File: src/rtl/tetris_piece_slot_writer.sv
// Slot-bus master: turns one tetromino command into the color and xy/bypass writes for its
// four block slots. Define VSYNC_ALIGN_EN to hold the writes until the next frame_start pulse.
module tetris_piece_slot_writer #(
  parameter int X0       = 240,
  parameter int Y0       = 80,
  parameter int BLOCK_PX = 16
) (
  input  logic        clk,
  input  logic        reset_n,
  input  logic        start,
  input  logic        hide,
  input  logic [2:0]  piece_type,
  input  logic [1:0]  rot,
  input  logic [3:0]  col,
  input  logic [4:0]  row,
  input  logic [3:0]  slot_base,
  input  logic        frame_start,
  output logic        cs,
  output logic        write,
  output logic [13:0] addr,
  output logic [31:0] wr_data,
  output logic        busy,
  output logic        done,
  output logic        err
);

`ifdef VSYNC_ALIGN_EN
  typedef enum logic [2:0] {S_IDLE, S_LOAD, S_WAIT_VB, S_COLOR, S_XY, S_FIN} state_t;
`else
  typedef enum logic [2:0] {S_IDLE, S_LOAD, S_COLOR, S_XY, S_FIN} state_t;
  logic unused_frame_start;
  assign unused_frame_start = frame_start;
`endif

  state_t      state_q, state_d;
  logic [1:0]  blk_q, blk_d;
  logic        cs_q, cs_d;
  logic [13:0] addr_q, addr_d;
  logic [31:0] wr_data_q, wr_data_d;
  logic        busy_q, busy_d;
  logic        done_q, done_d;
  logic        err_q, err_d;

  logic [2:0]  type_q;
  logic [1:0]  rot_q;
  logic [3:0]  col_q;
  logic [4:0]  row_q;
  logic [3:0]  base_q;
  logic        hide_q;

  logic        bad_cmd;
  logic        go, wr, wr_color;
  logic [1:0]  wr_blk;
  logic [3:0]  slot;

  // Rotation-0 offset {dx,dy} of block b for piece t.
  function automatic logic [3:0] shape_off(input logic [2:0] t, input logic [1:0] b);
    logic [15:0] s;
    case (t)
      3'd0:    s = 16'b0001_0101_1001_1101;
      3'd1:    s = 16'b0100_1000_0101_1001;
      3'd2:    s = 16'b0100_0001_0101_1001;
      3'd3:    s = 16'b0100_1000_0001_0101;
      3'd4:    s = 16'b0000_0100_0101_1001;
      3'd5:    s = 16'b0000_0001_0101_1001;
      3'd6:    s = 16'b1000_0001_0101_1001;
      default: s = 16'b0;
    endcase
    case (b)
      2'd0:    return s[15:12];
      2'd1:    return s[11:8];
      2'd2:    return s[7:4];
      default: return s[3:0];
    endcase
  endfunction

  function automatic logic [3:0] rot_off(input logic [3:0] o, input logic [1:0] r);
    logic [1:0] dx, dy, t;
    dx = o[3:2];
    dy = o[1:0];
    for (int k = 0; k < 3; k++) begin
      if (2'(k) < r) begin
        t  = dx;
        dx = 2'd3 - dy;
        dy = t;
      end
    end
    return {dx, dy};
  endfunction

  // Screen position wraps modulo 2^11; off-screen pieces are the caller's concern.
  function automatic logic [31:0] xy_word(input logic [3:0] c, input logic [4:0] rw,
                                          input logic [3:0] o, input logic h);
    logic [15:0] x, y;
    x = 16'(X0) + (16'(c) + 16'(o[3:2])) * 16'(BLOCK_PX);
    y = 16'(Y0) + (16'(rw) + 16'(o[1:0])) * 16'(BLOCK_PX);
    return {9'b0, h, y[10:0], x[10:0]};
  endfunction

  assign bad_cmd = (type_q == 3'd7) || (base_q > 4'd11);

  always_comb begin
    state_d   = state_q;
    blk_d     = blk_q;
    busy_d    = busy_q;
    cs_d      = 1'b0;
    done_d    = 1'b0;
    err_d     = 1'b0;
    addr_d    = addr_q;
    wr_data_d = wr_data_q;
    go        = 1'b0;
    wr        = 1'b0;
    wr_color  = 1'b0;
    wr_blk    = blk_q;
    slot      = 4'd0;
    case (state_q)
      S_IDLE: if (start) begin
        state_d = S_LOAD;
        busy_d  = 1'b1;
      end
      S_LOAD: if (bad_cmd) begin
        state_d = S_FIN;
        done_d  = 1'b1;
        err_d   = 1'b1;
      end else begin
`ifdef VSYNC_ALIGN_EN
        if (frame_start) go = 1'b1;
        else             state_d = S_WAIT_VB;
`else
        go = 1'b1;
`endif
      end
`ifdef VSYNC_ALIGN_EN
      S_WAIT_VB: go = frame_start;
`endif
      S_COLOR: begin
        wr      = 1'b1;
        state_d = S_XY;
      end
      S_XY: if (blk_q == 2'd3) begin
        state_d = S_FIN;
        done_d  = 1'b1;
      end else begin
        wr       = 1'b1;
        wr_blk   = blk_q + 2'd1;
        blk_d    = wr_blk;
        wr_color = !hide_q;
        state_d  = hide_q ? S_XY : S_COLOR;
      end
      S_FIN: begin
        state_d = S_IDLE;
        busy_d  = 1'b0;
      end
      default: state_d = S_IDLE;
    endcase

    if (go) begin
      wr       = 1'b1;
      wr_blk   = 2'd0;
      blk_d    = 2'd0;
      wr_color = !hide_q;
      state_d  = hide_q ? S_XY : S_COLOR;
    end

    // The state register names the write now on the bus; this builds the next one.
    if (wr) begin
      cs_d = 1'b1;
      slot = base_q + {2'b00, wr_blk};
      if (wr_color) begin
        addr_d    = 14'h2010 | {10'b0, slot};
        wr_data_d = {29'b0, type_q + 3'd1};
      end else begin
        addr_d    = 14'h2000 | {10'b0, slot};
        wr_data_d = xy_word(col_q, row_q, rot_off(shape_off(type_q, wr_blk), rot_q), hide_q);
      end
    end
  end

  always_ff @(posedge clk or negedge reset_n) begin
    if (!reset_n) begin
      state_q   <= S_IDLE;
      blk_q     <= 2'd0;
      cs_q      <= 1'b0;
      addr_q    <= 14'd0;
      wr_data_q <= 32'd0;
      busy_q    <= 1'b0;
      done_q    <= 1'b0;
      err_q     <= 1'b0;
    end else begin
      state_q   <= state_d;
      blk_q     <= blk_d;
      cs_q      <= cs_d;
      addr_q    <= addr_d;
      wr_data_q <= wr_data_d;
      busy_q    <= busy_d;
      done_q    <= done_d;
      err_q     <= err_d;
    end
  end

  // Command fields are only consumed after LOAD, so they need no reset.
  always_ff @(posedge clk) begin
    if (state_q == S_IDLE && start) begin
      type_q <= piece_type;
      rot_q  <= rot;
      col_q  <= col;
      row_q  <= row;
      base_q <= slot_base;
      hide_q <= hide;
    end
  end

  assign cs      = cs_q;
  assign write   = cs_q;
  assign addr    = addr_q;
  assign wr_data = wr_data_q;
  assign busy    = busy_q;
  assign done    = done_q;
  assign err     = err_q;

endmodule
File: config.mk
export PLATFORM = sky130hd
export DESIGN_NAME = tetris_piece_slot_writer
export DESIGN_NICKNAME = d
export VERILOG_FILES = /design/src/rtl/tetris_piece_slot_writer.sv
export SDC_FILE = /design/constraint.sdc
export NUM_CORES = 1
export LEC_CHECK = 0
export CORE_ASPECT_RATIO = 1.75
export CORE_MARGIN = 2
export CORE_UTILIZATION = 24
export CTS_BUF_LIST = sky130_fd_sc_hd__clkbuf_8
export DETAILED_ROUTE_END_ITERATION = 10
export GPL_TIMING_DRIVEN = 0
export PLACE_DENSITY_LB_ADDON = 0.2
export SLEW_MARGIN = 30
export SYNTH_ARGS = -nofsm -noshare
export SYNTH_HDL_FRONTEND = slang
export SYNTH_SLANG_ARGS = --single-unit
File: constraint.sdc
create_clock -name clk -period 5.28 [get_ports clk]
set_input_delay 1.056 -clock clk [delete_from_list [all_inputs] [get_ports clk]]
set_output_delay 1.056 -clock clk [all_outputs]
set_load 0.005 [all_outputs]
==> results.json, run 1 <==
{
  "detail-route-antenna-nets": 0,
  "ys_seq_elements": 51,
  "synth_commonest_cells": "nand2_1, dfrtp_1, buf_4, edfxtp_1",
  "holdBufCountCts": 0,
  "regToRegSetupSlack_ns": 0.80,
  "nets": 414,
  "period_needed_ns": 4.48,
  "synth_ff_type": "dfrtp_1",
  "fp.coreArea_sq_um": 12400,
  "whs_path_depth": 2,
  "clock-sinks": 51,
  "min_to": "wr_data[22]$_DFFE_PN0P_",
  "yosysWarnings": 0,
  "gp_congestion": 0.824,
  "clk-insertion-delay-late_ns": 0.32,
  "overflow": 0,
  "die_area_sq_um": 13600,
  "synth_most_common_cell": "nand2_1",
  "synth_area_leaders": "dfrtp_1, edfxtp_1, buf_4",
  "synthArstFlopShare_pct": 62.7,
  "grt_max_degree": 27,
  "postCtsSetupRepairBufs": 0,
  "synthesis.area_sq_um": 3040,
  "required_ns": 5.52,
  "grt_pass1_vias": 2273,
  "fill_cells": 1317,
  "viasPerCell": 4.32,
  "die_h_microns": 153,
  "rsz0062_at_grt": "false",
  "synth_edf_count": 19,
  "hold_path_class": "reg2reg",
  "worstRegToRegCells": 14,
  "path_cells": "ha_1 > ha_1 > a21oi_1 > nand2_1 > o221ai_2 > o211ai_1 > a211oi_1 > ha_1 > fa_1 > ha_1 > a31o_2 > a222oi_1 > xor2_1 > o31ai_1",
  "dpl.cell_count": 535,
  "track_usage_pct": 11.1,
  "finalHoldWorstSlack_ns": 0.484,
  "dieWidth_microns": 89.1,
  "clockBufferDepth": 2,
  "clk_pin_slew_ns": 0.11,
  "fmax_ghz": 0.223,
  "crit_type": "reg2reg",
  "synth.avg_cell_area_sq_um": 10.3,
  "path_max_fanout": 7,
  "hpwl_mm": 5.71,
  "grt_pass1_wl_mm": 11.5,
  "drive_above_1_share_pct": 14.9,
  "cts_resized": 0,
  "drcViolationCount": 0,
  "ys_seq_area_share_pct": 45.0,
  "ir_drop_mv": 0.201,
  "critPathCaptureType": "flop",
  "slowest_stage": "edfxtp_1",
  "rows": 54,
  "syn_to_final_growth_pct": 30.3,
  "ios": 74,
  "status": "finished, final reports clean",
  "start_kind": "flop",
  "cts-buffers-inserted": 5,
  "htreeDepth": 2,
  "reg2reg_from": "type_q[0]$_DFFE_PP_",
  "routedWlPerCell_microns": 13.7,
  "max_stage_delay_ns": 0.51,
  "synth_cells": 295,
  "worst_pin_slew_ns": 0.619,
  "drv_slew": 0,
  "hold_viol": 0,
  "p_leak_nw": 1.68,
  "io_buffer_count": 49,
  "start_util_pct": 24.5,
  "num_vias": 2348,
  "fin_crit_sh_pct": 84.8,
  "finalNonFillerCells": 543,
  "r2r_end": "wr_data[19]$_DFFE_PN0P_",
  "relSlewSlack_pct": 58.7,
  "wl_mm": 7.45,
  "num_antenna_cells": 0,
  "synth_top_cell_by_area": "dfrtp_1",
  "cts-root-buf": "clkbuf_8",
  "final_core_util_pct": 31.9,
  "first_pass_iters": 4,
  "powerDensity_nw_per_um2": 570,
  "critPathArrivalTime_ns": 4.72,
  "synth_top_area_share_pct": 26.3,
  "hold_path_startpoint": "wr_data[22]$_DFFE_PN0P_",
  "yosysUniqueCellTypes": 65,
  "cts_tree": "yes",
  "final-setup-viol-count": 0,
  "tns_ns": 0,
  "fin_worst_skew_ns": 0.0191,
  "crit_top_cell": "ha_1",
  "drt_iter0_drc": 103,
  "cap_violations": 0,
  "antenna_found_initial": 0
}
[logic make-up after synthesis]
group | Yosys count | synth area share, %
AND/OR/NAND/NOR | 84 | 14.2
adder cells (fa/ha/maj) | 17 | 7.73
flip-flops | 51 | 45.0
other | 1 | 0.123
XOR/XNOR | 12 | 3.45
buffers and inverters | 52 | 10.3
AO/OA/AOI/OAI | 72 | 17.1
multiplexers | 6 | 2.10
[worst max-delay path: cells and delay by family, from the launching register on]
kind / cells / cell delay [ns]
AOI/OAI and AO/OA: 7 / 1.97
DFF: 1 / 0.51
adders and majority gates: 5 / 1.59
and+or+nand+nor: 1 / 0.22
xor gates and xnor gates: 1 / 0.12
[placed cells by master, fill, tap and decap left out, drive strengths merged, types with 2 or more instances in the layout]
master         Yosys  final
a211oi             4      4
a21o               5      5
a21oi             14     14
a22o               3      3
a22oi              2      2
a31oi              3      3
and2               3      3
buf               30     32
clkbuf             8     13
clkdlybuf4s50      0     48
conb               1     23
dfrtp             32     32
edfxtp            19     19
fa                 3      3
ha                14     14
inv               14     15
mux2               3      3
mux2i              3      3
nand2             36     36
nand3              2      2
nand3b             2      2
nand4              2      2
nor2              14     14
nor2b              6      6
nor3               2      2
nor3b              2      2
nor4               2      2
nor4b              3      3
o2111a             2      2
o211ai             3      3
o21ai             17     17
o221ai             3      3
o31ai              3      3
or2                3      3
or3                2      2
xnor2              6      6
xor2               6      6
[area by class of cell]
class                      instances  area (sq um)  area share (%)
buffer                            38           260            6.56
clock inverter                     3          46.3            1.17
sequential                        51          1370            34.6
multi-input combinational        214          1450            36.6
clock buffer                       5          68.8            1.74
tap                              168           210            5.30
inverter                          14          52.6            1.33
timing repair buffer              50           505            12.7
[worst max-delay path by stage]
stage | from | to | cells after the start
after floorplan | type_q[0]$_DFFE_PP_ | wr_data[19]$_DFFE_PN0P_ | 14
after global placement | type_q[0]$_DFFE_PP_ | wr_data[19]$_DFFE_PN0P_ | 14
after detailed placement | type_q[0]$_DFFE_PP_ | wr_data[19]$_DFFE_PN0P_ | 14
after CTS | type_q[0]$_DFFE_PP_ | wr_data[19]$_DFFE_PN0P_ | 14
after global routing | type_q[0]$_DFFE_PP_ | wr_data[19]$_DFFE_PN0P_ | 14
final | type_q[0]$_DFFE_PP_ | wr_data[19]$_DFFE_PN0P_ | 14
[where the power goes]
| group | switching [mW] | total, mW | internal, mW |
|---|---|---|---|
| Sequential | 0.0931 | 0.649 | 0.556 |
| Combinational | 0.695 | 1.32 | 0.628 |
| Clock | 0.143 | 0.286 | 0.143 |
[sequential cells by signal (all words and copies together) (netlist names)]
| signal | count |
|---|---|
| addr | 6 |
| state_q | 3 |
| done | 1 |
| row_q | 5 |
| wr_data | 17 |
| type_q | 3 |
| busy | 1 |
| hide_q | 1 |
| cs | 1 |
| blk_q | 2 |
| rot_q | 2 |
| col_q | 4 |
| base_q | 4 |
| err | 1 |
[routing by layer]
| metal | part of all wire (%) | track usage [%] |
|---|---|---|
| met2 | 52 | 19.3 |
| met1 | 41 | 12.6 |
| met4 | 3.1 | 5.61 |
| met3 | 4.4 | 2.05 |
| met5 | 0 | 0 |
[metrics by stage]
| stage | instance area, sq um | setup WS (ns) | total power [mW] |
|---|---|---|---|
| 2_1_floorplan | 3130 | 1.48 | 1.53 |
| 3_3_place_gp | 3830 | 0.807 | 1.98 |
| 3_5_place_dp | 3850 | 0.727 | 2.00 |
| 4_1_cts | 3970 | 0.722 | 2.30 |
| 5_1_grt | 3970 | 0.439 | 2.46 |
| 6_report | 3970 | 0.802 | 2.26 |
No activity file was read; power rests on OpenSTA's default activity.
==> run 2: changes to the inputs <==
- clock period: 5.28 -> 3.83 ns (I/O delays scaled with it)
==> run 2 against run 1 <==
Against the previous run: the flow now finishes with violations (setup timing); routed wire length up 2.8%; utilization up 1.8 points; global-route usage up 0.20 points; clock-buffer cell count unchanged; total power up 47%; first-iteration DRC count down 1.9%; clock skew about the same; die area unchanged; via count up 2.2%; sequential share of layout area down 1.8 points; setup slack worse by 0.92 ns; final cell count up 1.5%; critical endpoint unchanged.
==> results.json, run 2 (same netlist as run 1, synthesis figures left out) <==
{
  "viasPerCell": 4.35,
  "required_ns": 4.07,
  "fin_crit_sh_pct": 103,
  "antenna_found_initial": 0,
  "relSlewSlack_pct": 57.4,
  "p_leak_nw": 1.73,
  "clk-insertion-delay-late_ns": 0.32,
  "final-setup-viol-count": 1,
  "hold_viol": 0,
  "syn_to_final_growth_pct": 37.4,
  "cap_violations": 0,
  "rsz0062_at_grt": "true",
  "dieWidth_microns": 89.1,
  "die_h_microns": 153,
  "crit_type": "reg2reg",
  "ir_drop_mv": 0.266,
  "start_util_pct": 24.5,
  "hpwl_mm": 5.71,
  "detail-route-antenna-nets": 0,
  "drcViolationCount": 0,
  "drive_above_1_share_pct": 24.0,
  "ios": 74,
  "clock-sinks": 51,
  "start_kind": "flop",
  "grt_pass1_vias": 2335,
  "dp_slack_ns": -0.723,
  "num_antenna_cells": 0,
  "grt_pass1_wl_mm": 11.7,
  "wl_mm": 7.65,
  "drt_iter0_drc": 101,
  "critPathCaptureType": "flop",
  "period_needed_ns": 3.94,
  "num_vias": 2399,
  "clockBufferDepth": 2,
  "die_area_sq_um": 13600,
  "fp.coreArea_sq_um": 12400,
  "clk_pin_slew_ns": 0.11,
  "first_pass_iters": 4,
  "cts-root-buf": "clkbuf_8",
  "routedWlPerCell_microns": 13.9,
  "io_buffer_count": 49,
  "cts_tree": "yes",
  "fmax_ghz": 0.254,
  "final_common_cell": "clkdlybuf4s50_1",
  "path_max_fanout": 5,
  "worst_pin_slew_ns": 0.637,
  "violations": "setup timing",
  "holdBufCountCts": 0,
  "critPathArrivalTime_ns": 4.18,
  "grt_max_degree": 27,
  "nets": 422,
  "rows": 54,
  "htreeDepth": 2,
  "largest_reg_flops": 17,
  "powerDensity_nw_per_um2": 794,
  "status": "finished, violations left",
  "fin_worst_skew_ns": 0.0190,
  "tns_ns": -0.114,
  "cts-buffers-inserted": 5,
  "layout_common_cells": "clkdlybuf4s50_1, nand2_1, buf_4",
  "track_usage_pct": 11.3,
  "drv_slew": 0,
  "hold_path_class": "in2async",
  "setup_ws_ns": -0.114,
  "overflow": 0,
  "gp_congestion": 0.824
}
[run 2: changes by cell type in the layout (fill, tap and decap cells not counted), sizes merged]
cell  change
buf       +8
[run 2: metal layers]
layer  global-route usage, %  up-vias  part of all wire, %
met5                       0        -                    0
met4                    6.54        0                  4.2
met3                    2.05       17                  4.9
met2                    19.5       84                   51
met1                    12.6     1121                   40
li1                        -     1177                    -
[run 2: stage by stage]
stage / cell area (sq um) / cells / utilization (%) / power [mW] / hold WS, ns
final: 4180 / 551 / 33.7 / 3.32 / 0.291
after CTS: 4150 / 551 / 33.3 / 3.32 / 0.280
after global placement: 3830 / 534 / 30.8 / 2.73 / 0.465
after detailed placement: 3850 / 535 / 31.0 / 2.75 / 0.464
after global routing: 4180 / 551 / 33.7 / 3.60 / 0.286
after floorplan: 3130 / 317 / - / 2.12 / 0.459
[run 2: final timing paths]
check | start | to | slack [ns] | cells past startpoint
max in group asynchronous | reset_n | wr_data[2]$_DFFE_PN0P_ | 3.13 | 2
worst max register to register | type_q[0]$_DFFE_PP_ | wr_data[19]$_DFFE_PN0P_ | -0.11 | 14
min in group clk | wr_data[22]$_DFFE_PN0P_ | wr_data[22]$_DFFE_PN0P_ | 0.48 | 2
worst min register to register | wr_data[22]$_DFFE_PN0P_ | wr_data[22]$_DFFE_PN0P_ | 0.48 | 2
worst max-delay path | type_q[0]$_DFFE_PP_ | wr_data[19]$_DFFE_PN0P_ | -0.11 | 14
worst min-delay path | reset_n | wr_data[16]$_DFFE_PN0P_ | 0.29 | 1
[run 2: repair_timing]
| item | in CTS | in global routing |
|---|---|---|
| gates resized for setup | 28 | 9 |
| buffers inserted | 8 | 0 |
| setup endpoints to repair | 7 | 4 |
| pin swaps | 15 | 3 |
[run 2: power breakdown]
group / switching [mW] / internal [mW] / leakage (nW)
registers: 0.134 / 0.766 / 0.569
logic: 1.03 / 0.998 / 1.10
clock network: 0.195 / 0.197 / 0.0548
total: 1.36 / 1.96 / 1.73
[run 2: worst max-delay path, cell delays in order (launching register included)]
cell	delay, ns
edfxtp_1	0.50
ha_4	0.20
ha_4	0.15
a21o_1	0.15
o21ai_4	0.08
or4_4	0.56
o2111a_1	0.17
a211oi_4	0.24
ha_2	0.26
fa_2	0.45
ha_4	0.19
a31o_4	0.21
a222oi_1	0.38
xor2_1	0.12
o31ai_1	0.22
[run 2: cell type report]
| class | count | area (sq um) |
|---|---|---|
| buffer | 38 | 262 |
| clock buffer | 5 | 68.8 |
| clock inverter | 3 | 46.3 |
| fill | 1302 | 8250 |
| inverter | 14 | 52.6 |
| multi-input combinational | 214 | 1610 |
| sequential | 51 | 1370 |
| tap | 168 | 210 |
| timing repair buffer | 58 | 566 |
